[config.mk]
export PLATFORM = sky130hd
export DESIGN_NAME = symbol_storage_arbiter_flat
export DESIGN_NICKNAME = d
export VERILOG_FILES = /design/src/rtl/symbol_storage_arbiter_if.sv /design/src/rtl/symbol_storage_arbiter.sv /design/src/flat_wrapper.sv
export SDC_FILE = /design/constraint.sdc
export NUM_CORES = 1
export LEC_CHECK = 0
export ABC_CLOCK_PERIOD_IN_PS = 1800
export CAP_MARGIN = 20
export CORE_MARGIN = 5
export CORE_UTILIZATION = 44
export CTS_CLUSTER_SIZE = 14
export DETAILED_ROUTE_END_ITERATION = 8
export GPL_TIMING_DRIVEN = 0
export PLACE_DENSITY = 0.8
export SLEW_MARGIN = 10
export SYNTH_ARGS = -nofsm -noshare
export SYNTH_HDL_FRONTEND = slang
export SYNTH_SLANG_ARGS = --single-unit
export TNS_END_PERCENT = 100
[constraint.sdc]
create_clock -name sym_clk -period 1.8 [get_ports sym_clk]
set_input_delay 0.18 -clock sym_clk [delete_from_list [all_inputs] [get_ports sym_clk]]
set_output_delay 0.18 -clock sym_clk [all_outputs]
set_load 0.02 [all_outputs]
[src/rtl/symbol_storage_arbiter_if.sv]
// symbol_storage_arbiter_if
//   Bundles every handshake/bus signal of the symbol RAM arbiter: the i/q
//   symbol FIFO pop side, the SPI address / write-data FIFO pop sides, the
//   read-return FIFO push side, the single-port RAM bus and the ring status.
//   master : arbiter side (drives pop/push strobes, RAM bus, status)
//   slave  : environment side (FIFOs, RAM, SPI level)
interface symbol_storage_arbiter_if #(
  parameter int ADDR_W = 10,
  parameter int DATA_W = 8,
  parameter int PTR_W  = 8
);
  logic              i_q_data_fifo_empty;
  logic [7:0]        i_q_data;
  logic              i_q_data_fifo_read_enable;
  logic              reg_addr_fifo_empty;
  logic [ADDR_W-1:0] reg_addr;
  logic              reg_addr_fifo_read_enable;
  logic              spi_write_req;
  logic              write_data_fifo_empty;
  logic [DATA_W-1:0] write_data;
  logic              write_data_fifo_read_enable;
  logic              read_data_fifo_full;
  logic [DATA_W-1:0] read_data;
  logic              read_data_fifo_write_enable;
  logic              mem_en;
  logic              mem_we;
  logic [ADDR_W-1:0] mem_addr;
  logic [DATA_W-1:0] mem_wdata;
  logic [DATA_W-1:0] mem_rdata;
  logic [PTR_W-1:0]  sym_wr_ptr;
  logic              sym_wrapped;
  logic              busy;

  modport master (
    input  i_q_data_fifo_empty, i_q_data, reg_addr_fifo_empty, reg_addr,
           spi_write_req, write_data_fifo_empty, write_data,
           read_data_fifo_full, mem_rdata,
    output i_q_data_fifo_read_enable, reg_addr_fifo_read_enable,
           write_data_fifo_read_enable, read_data, read_data_fifo_write_enable,
           mem_en, mem_we, mem_addr, mem_wdata, sym_wr_ptr, sym_wrapped, busy
  );

  modport slave (
    output i_q_data_fifo_empty, i_q_data, reg_addr_fifo_empty, reg_addr,
           spi_write_req, write_data_fifo_empty, write_data,
           read_data_fifo_full, mem_rdata,
    input  i_q_data_fifo_read_enable, reg_addr_fifo_read_enable,
           write_data_fifo_read_enable, read_data, read_data_fifo_write_enable,
           mem_en, mem_we, mem_addr, mem_wdata, sym_wr_ptr, sym_wrapped, busy
  );
endinterface

[src/rtl/symbol_storage_arbiter.sv]
// symbol_storage_arbiter
//   Sequences all accesses to the single-port symbol RAM. Two requesters:
//   baseband symbols (written into a ring region starting at SYM_BASE) and
//   SPI register reads/writes (whole address space). Round-robin between
//   the two; one operation in flight at a time.
// Ports:
//   sym_clk : clock
//   rst     : asynchronous reset, active-high
//   bus     : symbol_storage_arbiter_if.master (FIFO strobes, RAM bus, status)
module symbol_storage_arbiter #(
  parameter int                ADDR_W    = 10,
  parameter int                DATA_W    = 8,
  parameter logic [ADDR_W-1:0] SYM_BASE  = 10'h100,
  parameter int                SYM_DEPTH = 256
) (
  input  logic                    sym_clk,
  input  logic                    rst,
  symbol_storage_arbiter_if.master bus
);
  localparam int PTR_W = $clog2(SYM_DEPTH);

  localparam logic [2:0] IDLE    = 3'd0;
  localparam logic [2:0] SYM_WR  = 3'd1;
  localparam logic [2:0] SPI_WR  = 3'd2;
  localparam logic [2:0] RD_ADDR = 3'd3;
  localparam logic [2:0] RD_DATA = 3'd4;
  localparam logic [2:0] RD_PUSH = 3'd5;

  localparam logic GNT_SYM = 1'b0;
  localparam logic GNT_SPI = 1'b1;

  logic [2:0]        r_state;
  logic [2:0]        w_next;
  logic              r_last_grant;
  logic [PTR_W-1:0]  r_ptr;
  logic              r_wrapped;
  logic [ADDR_W-1:0] r_addr_hold;
  logic [DATA_W-1:0] r_wdata_hold;
  logic [DATA_W-1:0] r_read_data;

  logic              w_idle;
  logic              w_sym_req;
  logic              w_spi_wr_req;
  logic              w_spi_rd_req;
  logic              w_spi_req;
  logic              w_gnt_sym;
  logic              w_gnt_spi;
  logic              w_gnt_spi_wr;
  logic              w_gnt_spi_rd;
  logic [ADDR_W-1:0] w_sym_addr;
  logic [ADDR_W-1:0] w_mem_addr;
  logic [DATA_W-1:0] w_mem_wdata;
  logic              w_mem_en;
  logic              w_mem_we;

  // Gating with rst keeps pop strobes quiet while reset is held, even though
  // the FSM already sits in IDLE with requests pending.
  assign w_idle       = (r_state == IDLE) && !rst;
  assign w_sym_req    = !bus.i_q_data_fifo_empty;
  assign w_spi_wr_req = !bus.reg_addr_fifo_empty &&  bus.spi_write_req && !bus.write_data_fifo_empty;
  assign w_spi_rd_req = !bus.reg_addr_fifo_empty && !bus.spi_write_req && !bus.read_data_fifo_full;
  assign w_spi_req    = w_spi_wr_req || w_spi_rd_req;

  // On a tie the side not granted last time wins.
  assign w_gnt_sym    = w_idle && w_sym_req && (!w_spi_req || (r_last_grant == GNT_SPI));
  assign w_gnt_spi    = w_idle && w_spi_req && (!w_sym_req || (r_last_grant == GNT_SYM));
  assign w_gnt_spi_wr = w_gnt_spi && bus.spi_write_req;
  assign w_gnt_spi_rd = w_gnt_spi && !bus.spi_write_req;

  assign w_sym_addr   = SYM_BASE + ADDR_W'(r_ptr);

  always_comb begin
    w_next      = r_state;
    w_mem_en    = 1'b0;
    w_mem_we    = 1'b0;
    w_mem_addr  = r_addr_hold;
    w_mem_wdata = r_wdata_hold;
    case (r_state)
      IDLE: begin
        if (w_gnt_sym)         w_next = SYM_WR;
        else if (w_gnt_spi_wr) w_next = SPI_WR;
        else if (w_gnt_spi_rd) w_next = RD_ADDR;
      end
      // FIFO data is valid the cycle after its pop, so the RAM bus is fed
      // straight from the FIFO outputs here and captured for hold afterwards.
      SYM_WR: begin
        w_mem_en    = 1'b1;
        w_mem_we    = 1'b1;
        w_mem_addr  = w_sym_addr;
        w_mem_wdata = DATA_W'(bus.i_q_data);
        w_next      = IDLE;
      end
      SPI_WR: begin
        w_mem_en    = 1'b1;
        w_mem_we    = 1'b1;
        w_mem_addr  = bus.reg_addr;
        w_mem_wdata = bus.write_data;
        w_next      = IDLE;
      end
      RD_ADDR: begin
        w_mem_en   = 1'b1;
        w_mem_addr = bus.reg_addr;
        w_next     = RD_DATA;
      end
      RD_DATA: w_next = RD_PUSH;
      RD_PUSH: w_next = IDLE;
      default: w_next = IDLE;
    endcase
  end

  always_ff @(posedge sym_clk or posedge rst) begin
    if (rst) begin
      r_state      <= IDLE;
      r_last_grant <= GNT_SPI;
      r_ptr        <= '0;
      r_wrapped    <= 1'b0;
      r_addr_hold  <= '0;
      r_wdata_hold <= '0;
      r_read_data  <= '0;
    end else begin
      r_state <= w_next;
      if (w_gnt_sym) r_last_grant <= GNT_SYM;
      if (w_gnt_spi) r_last_grant <= GNT_SPI;
      if (w_mem_en)  r_addr_hold  <= w_mem_addr;
      if (w_mem_we)  r_wdata_hold <= w_mem_wdata;
      if (r_state == SYM_WR) begin
        r_ptr <= r_ptr + 1'b1;
        if (r_ptr == '1) r_wrapped <= 1'b1;
      end
      if (r_state == RD_DATA) r_read_data <= bus.mem_rdata;
    end
  end

  assign bus.i_q_data_fifo_read_enable   = w_gnt_sym;
  assign bus.reg_addr_fifo_read_enable   = w_gnt_spi;
  assign bus.write_data_fifo_read_enable = w_gnt_spi_wr;
  assign bus.read_data_fifo_write_enable = (r_state == RD_PUSH);
  assign bus.read_data                   = r_read_data;
  assign bus.mem_en                      = w_mem_en;
  assign bus.mem_we                      = w_mem_we;
  assign bus.mem_addr                    = w_mem_addr;
  assign bus.mem_wdata                   = w_mem_wdata;
  assign bus.sym_wr_ptr                  = r_ptr;
  assign bus.sym_wrapped                 = r_wrapped;
  assign bus.busy                        = (r_state != IDLE);
endmodule

[src/flat_wrapper.sv]
// flat-port wrapper written by rule: the top's interface ports become plain ports
module symbol_storage_arbiter_flat 
#(
  parameter int                ADDR_W    = 10,
  parameter int                DATA_W    = 8,
  parameter logic [ADDR_W-1:0] SYM_BASE  = 10'h100,
  parameter int                SYM_DEPTH = 256
)
  (sym_clk, rst, bus_i_q_data_fifo_empty, bus_i_q_data, bus_reg_addr_fifo_empty, bus_reg_addr, bus_spi_write_req, bus_write_data_fifo_empty, bus_write_data, bus_read_data_fifo_full, bus_mem_rdata, bus_i_q_data_fifo_read_enable, bus_reg_addr_fifo_read_enable, bus_write_data_fifo_read_enable, bus_read_data, bus_read_data_fifo_write_enable, bus_mem_en, bus_mem_we, bus_mem_addr, bus_mem_wdata, bus_sym_wr_ptr, bus_sym_wrapped, bus_busy);
  symbol_storage_arbiter_if #(.ADDR_W(ADDR_W), .DATA_W(DATA_W), .PTR_W(8)) bus_i ();
  input  logic sym_clk;
  input  logic rst;
  input wire logic [$bits(bus_i.i_q_data_fifo_empty)-1:0] bus_i_q_data_fifo_empty;
  input wire logic [$bits(bus_i.i_q_data)-1:0] bus_i_q_data;
  input wire logic [$bits(bus_i.reg_addr_fifo_empty)-1:0] bus_reg_addr_fifo_empty;
  input wire logic [$bits(bus_i.reg_addr)-1:0] bus_reg_addr;
  input wire logic [$bits(bus_i.spi_write_req)-1:0] bus_spi_write_req;
  input wire logic [$bits(bus_i.write_data_fifo_empty)-1:0] bus_write_data_fifo_empty;
  input wire logic [$bits(bus_i.write_data)-1:0] bus_write_data;
  input wire logic [$bits(bus_i.read_data_fifo_full)-1:0] bus_read_data_fifo_full;
  input wire logic [$bits(bus_i.mem_rdata)-1:0] bus_mem_rdata;
  output wire logic [$bits(bus_i.i_q_data_fifo_read_enable)-1:0] bus_i_q_data_fifo_read_enable;
  output wire logic [$bits(bus_i.reg_addr_fifo_read_enable)-1:0] bus_reg_addr_fifo_read_enable;
  output wire logic [$bits(bus_i.write_data_fifo_read_enable)-1:0] bus_write_data_fifo_read_enable;
  output wire logic [$bits(bus_i.read_data)-1:0] bus_read_data;
  output wire logic [$bits(bus_i.read_data_fifo_write_enable)-1:0] bus_read_data_fifo_write_enable;
  output wire logic [$bits(bus_i.mem_en)-1:0] bus_mem_en;
  output wire logic [$bits(bus_i.mem_we)-1:0] bus_mem_we;
  output wire logic [$bits(bus_i.mem_addr)-1:0] bus_mem_addr;
  output wire logic [$bits(bus_i.mem_wdata)-1:0] bus_mem_wdata;
  output wire logic [$bits(bus_i.sym_wr_ptr)-1:0] bus_sym_wr_ptr;
  output wire logic [$bits(bus_i.sym_wrapped)-1:0] bus_sym_wrapped;
  output wire logic [$bits(bus_i.busy)-1:0] bus_busy;
  assign bus_i.i_q_data_fifo_empty = bus_i_q_data_fifo_empty;
  assign bus_i.i_q_data = bus_i_q_data;
  assign bus_i.reg_addr_fifo_empty = bus_reg_addr_fifo_empty;
  assign bus_i.reg_addr = bus_reg_addr;
  assign bus_i.spi_write_req = bus_spi_write_req;
  assign bus_i.write_data_fifo_empty = bus_write_data_fifo_empty;
  assign bus_i.write_data = bus_write_data;
  assign bus_i.read_data_fifo_full = bus_read_data_fifo_full;
  assign bus_i.mem_rdata = bus_mem_rdata;
  assign bus_i_q_data_fifo_read_enable = bus_i.i_q_data_fifo_read_enable;
  assign bus_reg_addr_fifo_read_enable = bus_i.reg_addr_fifo_read_enable;
  assign bus_write_data_fifo_read_enable = bus_i.write_data_fifo_read_enable;
  assign bus_read_data = bus_i.read_data;
  assign bus_read_data_fifo_write_enable = bus_i.read_data_fifo_write_enable;
  assign bus_mem_en = bus_i.mem_en;
  assign bus_mem_we = bus_i.mem_we;
  assign bus_mem_addr = bus_i.mem_addr;
  assign bus_mem_wdata = bus_i.mem_wdata;
  assign bus_sym_wr_ptr = bus_i.sym_wr_ptr;
  assign bus_sym_wrapped = bus_i.sym_wrapped;
  assign bus_busy = bus_i.busy;
  symbol_storage_arbiter #(.ADDR_W(ADDR_W), .DATA_W(DATA_W), .SYM_BASE(SYM_BASE), .SYM_DEPTH(SYM_DEPTH)) u_core (.sym_clk(sym_clk), .rst(rst), .bus(bus_i));
endmodule
==> metrics.cfg, run 1 <==
[run_status]
status = complete, but fails checks
violations = setup timing

[power]
p_sw_mw = 2.86
p_per_area_mw_per_mm2 = 1690
peakVddDrop_uv = 936
p_sw_share_pct = 42.0
comb_power_share_pct = 64.5
p_int_mw = 3.96
power.total_mw = 6.82
power_frac_clock_pct = 11.3
p_seq_share_pct = 24.2
leakage_nw = 1.75

[critical_path]
crit_fanout = 7
critPathCaptureType = primary output
r2r_start = u_core.r_state[1]$_DFFE_PP0P_
worst-setup-path-type = reg2out
worstSetupStartpoint = u_core.r_state[1]$_DFFE_PP0P_
cp.required_ns = 1.62
cp-start-kind = flip-flop
arrival_ns = 1.98

[timing]
finalHoldViolations = 0
rsz0062_at_grt = yes
period_minus_slack_ns = 2.16
min_period_over_period_pct = 120
drv_slew = 0
slew_headroom_pct = 63.9
tightest_slew_ns = 0.541
timing.final.ws_setup_ns = -0.361
skew_ns = 0.0135
setup_viol = 30
timing.fmax_mhz = 463

[logic_synthesis]
syn_inst = 219
ys_warn_count = 0
ys_ff_latch = 39
syn_nets = 261
synth_area_leaders = dfrtp_1 (44%), o221a_2 (8.4%), nor2_1 (4.9%)
synth_top_area_share_pct = 44.4
synth_area_leader_cell = dfrtp_1
syn_area_per_cell_sq_um = 9.78
async_flop_share_pct = 100
synth_ff_type = dfrtp_1
ys_types = 36
yosysSeqAreaShare_pct = 45.6
syn_area_sq_mm = 0.00214
synth_enable_flop_cells = 0

[final_layout]
layout-drive-gt1-share_pct = 46.7
nFillCells = 229
diodes = 0
nets = 403
syn_to_final_growth_pct = 88.3
fin_cells = 429
stdcell_area_sq_mm = 0.00403

[global_routing]
grt_pass1_vias = 2521
grt.overflow.total = 0
grt_max_degree = 25
antenna_found_initial = 0
grt_pass1_wl_microns = 12300
globalRouteTotalUtil_pct = 24.6

[placement]
io_buffers = 82
gp_congestion = 0.821
placed_area_sq_mm = 0.00309
placedCellCount = 369
hpwl_microns = 4460

[die]
ios = 83
core-area_sq_mm = 0.00472
die_w_microns = 79.8
die_h_microns = 79.8
start_util_pct = 45.4
placementRows = 25
die_area_sq_mm = 0.00636

[cts]
htree_levels = 2
cts.sinks = 39
ctsHoldBuffers = 0
cts_tree = yes
numCtsBuffers = 5
insertion_delay_ns = 0.30
cts_buffer_depth = 2
clk_pin_slew_worst_paths_ns = 0.09
cts_root_buf = clkbuf_8

[detailed_routing]
num_vias = 2582
dr.pass1.iters = 5
route.detailed.drc = 0
drt_iter0_drc = 261
wl_per_cell_microns = 21.8
wl_microns = 9350
viasPerCell = 6.02
antenna_left = 0

[flow_run]
drv_cap = 0

[hold_path]
worstHoldPathType = in2async

-- cells by family (layout without fill, tap and decap cells) --
logic type | count (synthesis) | in the layout | share of synthesized area (%)
multiplexers | 10 | 10 | 5.20
AO/OA/AOI/OAI | 72 | 72 | 25.6
flip-flops | 39 | 39 | 45.6
buffers and inverters | 22 | 165 | 4.26
AND/OR/NAND/NOR | 67 | 67 | 15.4
adder cells (fa/ha/maj) | 1 | 1 | 0.584
XOR/XNOR | 8 | 8 | 3.27
-- routing by layer --
| metal | GRT usage (%) | wire length [microns] |
|---|---|---|
| met2 | 41.4 | 4390 |
| met1 | 30.1 | 3660 |
| met4 | 8.95 | 306 |
| met5 | 0 | 0 |
| met3 | 6.88 | 988 |
-- state kept, by name, indices dropped and copies added (netlist names) --
| register | flops |
|---|---|
| u_core.r_last_grant | 1 |
| u_core.bus.sym_wrapped | 1 |
| u_core.r_addr_hold | 10 |
| u_core.bus.read_data | 8 |
| u_core.r_wdata_hold | 8 |
| u_core.bus.sym_wr_ptr | 8 |
| u_core.r_state | 3 |
-- cell usage after synthesis, types with 3 or more instances --
| master | n |
|---|---|
| o211ai_1 | 8 |
| a22oi_1 | 8 |
| a21oi_1 | 8 |
| nor2_1 | 28 |
| o21ai_0 | 18 |
| mux2_2 | 9 |
| nand2_1 | 21 |
| clkbuf_1 | 12 |
| o221a_2 | 16 |
| inv_1 | 5 |
| buf_1 | 3 |
| nor2b_1 | 3 |
| and3_1 | 3 |
| nand4_1 | 4 |
| a2bb2oi_1 | 9 |
| dfrtp_1 | 38 |
| xnor2_1 | 7 |
-- power by group through the flow --
stage	registers (mW)	clock network (mW)	logic [mW]
finish	1.65	0.771	4.40
global route	1.69	0.824	4.60
CTS	1.55	0.766	3.69
detailed placement	1.55	0	3.10
global placement	1.52	0	3.06
floorplan	1.66	0	1.70
-- worst max-delay path, cell delays in order, from the launching register on --
cell     delay, ns
dfrtp_1       0.39
buf_6         0.14
or4_4         0.52
buf_4         0.18
nor4b_4       0.25
buf_4         0.20
-- repair_timing --
item                       CTS  global route
buffers inserted            29            24
gates resized for setup    167            94
gates cloned                 1             1
pin swaps                    9            23
setup endpoints to repair   38            26
-- cell usage in the layout, fill, tap and decap left out, types with 2 or more instances in the layout --
master / instances
a21oi_1: 4
a21oi_2: 4
a22oi_2: 7
a2bb2oi_1: 5
a2bb2oi_2: 2
a2bb2oi_4: 2
and3_1: 3
buf_12: 2
buf_2: 4
buf_4: 49
buf_6: 22
buf_8: 8
clkbuf_16: 3
clkbuf_2: 2
clkbuf_8: 7
clkdlybuf4s50_1: 57
dfrtp_1: 38
inv_1: 2
mux2_2: 9
nand2_1: 17
nand2_2: 4
nand4_1: 4
nor2_1: 20
nor2_2: 2
nor2_4: 6
nor4b_4: 2
o211ai_1: 8
o21ai_0: 9
o21ai_1: 8
o221a_2: 15
xnor2_1: 7
-- through the flow --
step | setup TNS [ns] | hold WS, ns | utilization, % | setup slack [ns]
floorplan | 0 | 0.254 | - | 0.0103
global placement | -22.21 | 0.458 | 64.7 | -0.738
detailed placement | -16.08 | 0.468 | 65.3 | -0.769
CTS | -3.23 | 0.217 | 77.6 | -0.309
global route | -5.04 | 0.257 | 85.4 | -0.433
finish | -2.52 | 0.224 | 85.4 | -0.361
-- cell type report --
cell class	instances	area, sq um	share of cell area (%)
Inverter	5	30.0	0.744
Buffer	14	216	5.37
Clock inverter	2	35.0	0.868
Multi-Input combinational cell	158	1310	32.4
Tap cell	67	83.8	2.08
Sequential cell	39	977	24.2
Timing Repair Buffer	138	1300	32.3
Clock buffer	6	82.6	2.05
-- path summary, 6_finish.rpt --
| kind | endpoint | slack, ns | cells after the start |
|---|---|---|---|
| hold reg to reg | u_core.bus.sym_wrapped$_DFFE_PP0P_ | 0.48 | 1 |
| setup reg to reg | u_core.r_wdata_hold[2]$_DFFE_PP0N_ | -0.17 | 11 |
| hold / removal | u_core.r_wdata_hold[3]$_DFFE_PP0N_ | 0.22 | 2 |
| min in group sym_clk | u_core.r_addr_hold[8]$_DFFE_PP0P_ | 0.45 | 3 |
| max in group asynchronous | u_core.bus.sym_wr_ptr[4]$_DFFE_PP0P_ | 1.11 | 3 |
| setup / recovery | bus_reg_addr_fifo_read_enable | -0.36 | 5 |
No activity file was read; power rests on OpenSTA's default activity.
==> run 2, diff against run 1 <==
--- a/config.mk
+++ b/config.mk
@@ -7,14 +7,15 @@
 export LEC_CHECK = 0
 export ABC_CLOCK_PERIOD_IN_PS = 1800
 export CAP_MARGIN = 20
+export CELL_PAD_IN_SITES_DETAIL_PLACEMENT = 0
+export CELL_PAD_IN_SITES_GLOBAL_PLACEMENT = 1
 export CORE_MARGIN = 5
-export CORE_UTILIZATION = 44
+export CORE_UTILIZATION = 32
 export CTS_CLUSTER_SIZE = 14
 export DETAILED_ROUTE_END_ITERATION = 8
 export GPL_TIMING_DRIVEN = 0
-export PLACE_DENSITY = 0.8
+export PLACE_DENSITY_LB_ADDON = 0.1
 export SLEW_MARGIN = 10
 export SYNTH_ARGS = -nofsm -noshare
 export SYNTH_HDL_FRONTEND = slang
 export SYNTH_SLANG_ARGS = --single-unit
-export TNS_END_PERCENT = 100
==> run 2 against run 1 <==
Compared with the run above:
- die area up 32%
- the flow still finishes with violations (setup timing)
- combinational power down 11%
- worst hold slack worse by 0.026 ns
- critical path depth down 1
- cell area down 5.9%
- clock skew down 0.0084 ns
- register-to-register slack better by 0.28 ns
- final cell count down 2.8%
- sequential power down 4%
==> metrics.cfg, run 2 (synthesis gave the netlist of run 1 again) <==
[final_layout]
fin_cells = 417  ; -2.8%
stdcell_area_sq_mm = 0.00380  ; -5.9%
largest_register_ffs = 10  ; unchanged
syn_to_final_growth_pct = 77.2
final_common_cell = clkdlybuf4s50_1
top_register = u_core.r_addr_hold
layout-drive-gt1-share_pct = 44.4  ; -2.3 points
diodes = 0  ; unchanged
nFillCells = 545  ; +140%
nets = 381  ; -5.5%
final_cell_mix = clkdlybuf4s50_1 (57), dfrtp_1 (38), buf_4 (33), nand2_1 (20), nor2_1 (18)

[critical_path]
arrival_ns = 1.86  ; -0.12 ns
timing.critical_path.buf_inv = 1  ; -2
critPathTopFamily = simple AND/OR/NAND/NOR gates
cp-start-kind = flip-flop
path_cells = or4_4 -> nor4b_4 -> and2_4 -> buf_6
cp.required_ns = 1.62  ; about the same
crit_slowest_cell = or4_4
critPathCaptureType = primary output
worst-setup-path-type = reg2out
crit_fanout = 4  ; -3
max_stage_delay_ns = 0.58  ; +0.06 ns

[die]
die_area_sq_mm = 0.00843  ; +32%
die_w_microns = 91.8  ; +15%
core-area_sq_mm = 0.00642  ; +36%
ios = 83  ; unchanged
placementRows = 29  ; +16%
start_util_pct = 33.4  ; -12 points
die_h_microns = 91.8  ; +15%

[detailed_routing]
num_vias = 2208  ; -14%
route.detailed.drc = 0  ; unchanged
wl_microns = 7310  ; -22%
dr.pass1.iters = 4  ; -1
viasPerCell = 5.29  ; -12%
drt_iter0_drc = 68  ; -74%
wl_per_cell_microns = 17.5  ; -20%
antenna_left = 0  ; unchanged

[cts]
cts.sinks = 39  ; unchanged
numCtsBuffers = 5  ; unchanged
cts_buffer_depth = 2  ; unchanged
htree_levels = 2  ; unchanged
cts_tree = yes
ctsHoldBuffers = 0  ; unchanged
cts_root_buf = clkbuf_8
insertion_delay_ns = 0.29  ; about the same
clk_pin_slew_worst_paths_ns = 0.08  ; about the same

[placement]
io_buffers = 82  ; unchanged
hpwl_microns = 4700  ; +5.2%
placed_area_sq_mm = 0.00309  ; +0.16%
placedCellCount = 379  ; +2.7%
gp_congestion = 0.777  ; -5.4%
place_ws_ns = -0.843  ; -0.0746 ns

[timing]
timing.fmax_mhz = 491  ; +6.2%
skew_ns = 0.00507  ; -0.00838 ns
tightest_slew_ns = 0.419  ; -0.122 ns
min_period_over_period_pct = 113  ; -7.0 points
timing.final.ws_setup_ns = -0.235  ; +0.126 ns
hold_ws_ns = 0.198  ; -0.0262 ns
slew_headroom_pct = 71.3  ; +7.3 points
finalHoldViolations = 0  ; unchanged
period_minus_slack_ns = 2.04  ; -0.126 ns
drv_slew = 0  ; unchanged
setup_viol = 13  ; -57%
rsz0062_at_grt = yes

[run_status]
status = complete, but fails checks
violations = setup timing

[power]
p_per_area_mw_per_mm2 = 1600  ; -5.4%
power.total_mw = 6.07  ; -11%
peakVddDrop_uv = 725  ; -23%
p_seq_share_pct = 26.0  ; +1.8 points
p_sw_mw = 2.53  ; -12%
power_frac_clock_pct = 9.7  ; -1.6 points
p_sw_share_pct = 41.6  ; -0.36 points
p_int_mw = 3.55  ; -10%
leakage_nw = 1.61  ; -7.6%
comb_power_share_pct = 64.3  ; -0.2 points

[global_routing]
antenna_found_initial = 0  ; unchanged
grt.overflow.total = 0  ; unchanged
globalRouteTotalUtil_pct = 16.6  ; -8.0 points
grt_pass1_wl_microns = 11400  ; -6.8%
grt_pass1_vias = 2275  ; -9.8%
grt_max_degree = 26  ; +4.0%

[flow_run]
drv_cap = 0  ; unchanged

[hold_path]
worstHoldPathType = in2async

==> run 2: cell count changes in the layout (fill, tap and decap cells not counted), moves of 3 or more <==
cell | previous run | this run
buf_4 | 49 | 33
nor2_2 | 2 | 10
nor2_4 | 6 | 0
buf_6 | 22 | 17
nand2_1 | 17 | 20
nand2_2 | 4 | 1
==> run 2: power by group through the flow <==
stage                     sequential (mW)  combinational (mW)  clock, mW
after floorplan                      1.66                1.70          0
after global placement               1.53                3.13          0
after detailed placement             1.55                3.14          0
after CTS                            1.56                3.44      0.612
after global routing                 1.64                4.18      0.638
final                                1.58                3.91      0.588
==> run 2: final timing paths <==
path                                                   start                              endpoint  slack [ns]  depth (start not counted)
max in group asynchronous                                rst     u_core.r_addr_hold[9]$_DFFE_PP0P_        1.15                          3
setup reg to reg               u_core.r_state[1]$_DFFE_PP0P_  u_core.bus.sym_wr_ptr[1]$_DFFE_PP0P_        0.11                          5
hold / removal                                           rst   u_core.bus.read_data[2]$_DFFE_PP0P_        0.20                          2
setup / recovery               u_core.r_state[0]$_DFFE_PP0P_       bus_write_data_fifo_read_enable       -0.24                          4
hold reg to reg            u_core.r_addr_hold[9]$_DFFE_PP0P_     u_core.r_addr_hold[9]$_DFFE_PP0P_        0.48                          2
min in group sym_clk                         bus_reg_addr[9]     u_core.r_addr_hold[9]$_DFFE_PP0P_        0.44                          3
==> run 2: metal layers <==
layer / up-vias / part of all wire, % / track usage [%]
li1: 1052 / - / -
met1: 1067 / 45 / 22.3
met2: 83 / 48 / 26.8
met3: 6 / 6.4 / 4.75
met4: 0 / 0.73 / 3.34
met5: - / 0 / 0
==> run 2: per-stage QoR <==
stage,setup TNS [ns],utilization [%]
floorplan,0,-
global placement,-28.71,47.8
detailed placement,-18.46,48.1
CTS,-1.34,54.0
global route,-2.03,59.1
finish,-0.726,59.1
==> run 2: cell type report <==
class | count | area, sq um | area share (%)
buffer | 16 | 220 | 5.80
inverter | 5 | 25.0 | 0.659
clock buffer | 5 | 68.8 | 1.81
sequential | 39 | 977 | 25.7
timing repair buffer | 114 | 1120 | 29.4
tap | 77 | 96.3 | 2.54
clock inverter | 3 | 20.0 | 0.527
multi-input combinational | 158 | 1270 | 33.5
==> run 2: what timing repair did <==
action / CTS / global route
endpoints found under the setup margin: 42 / 33
cloned: 0 / 3
gates resized for setup: 192 / 55
hold endpoints to repair: 0 / 0
setup buffers: 15 / 13
pin swaps: 15 / 15
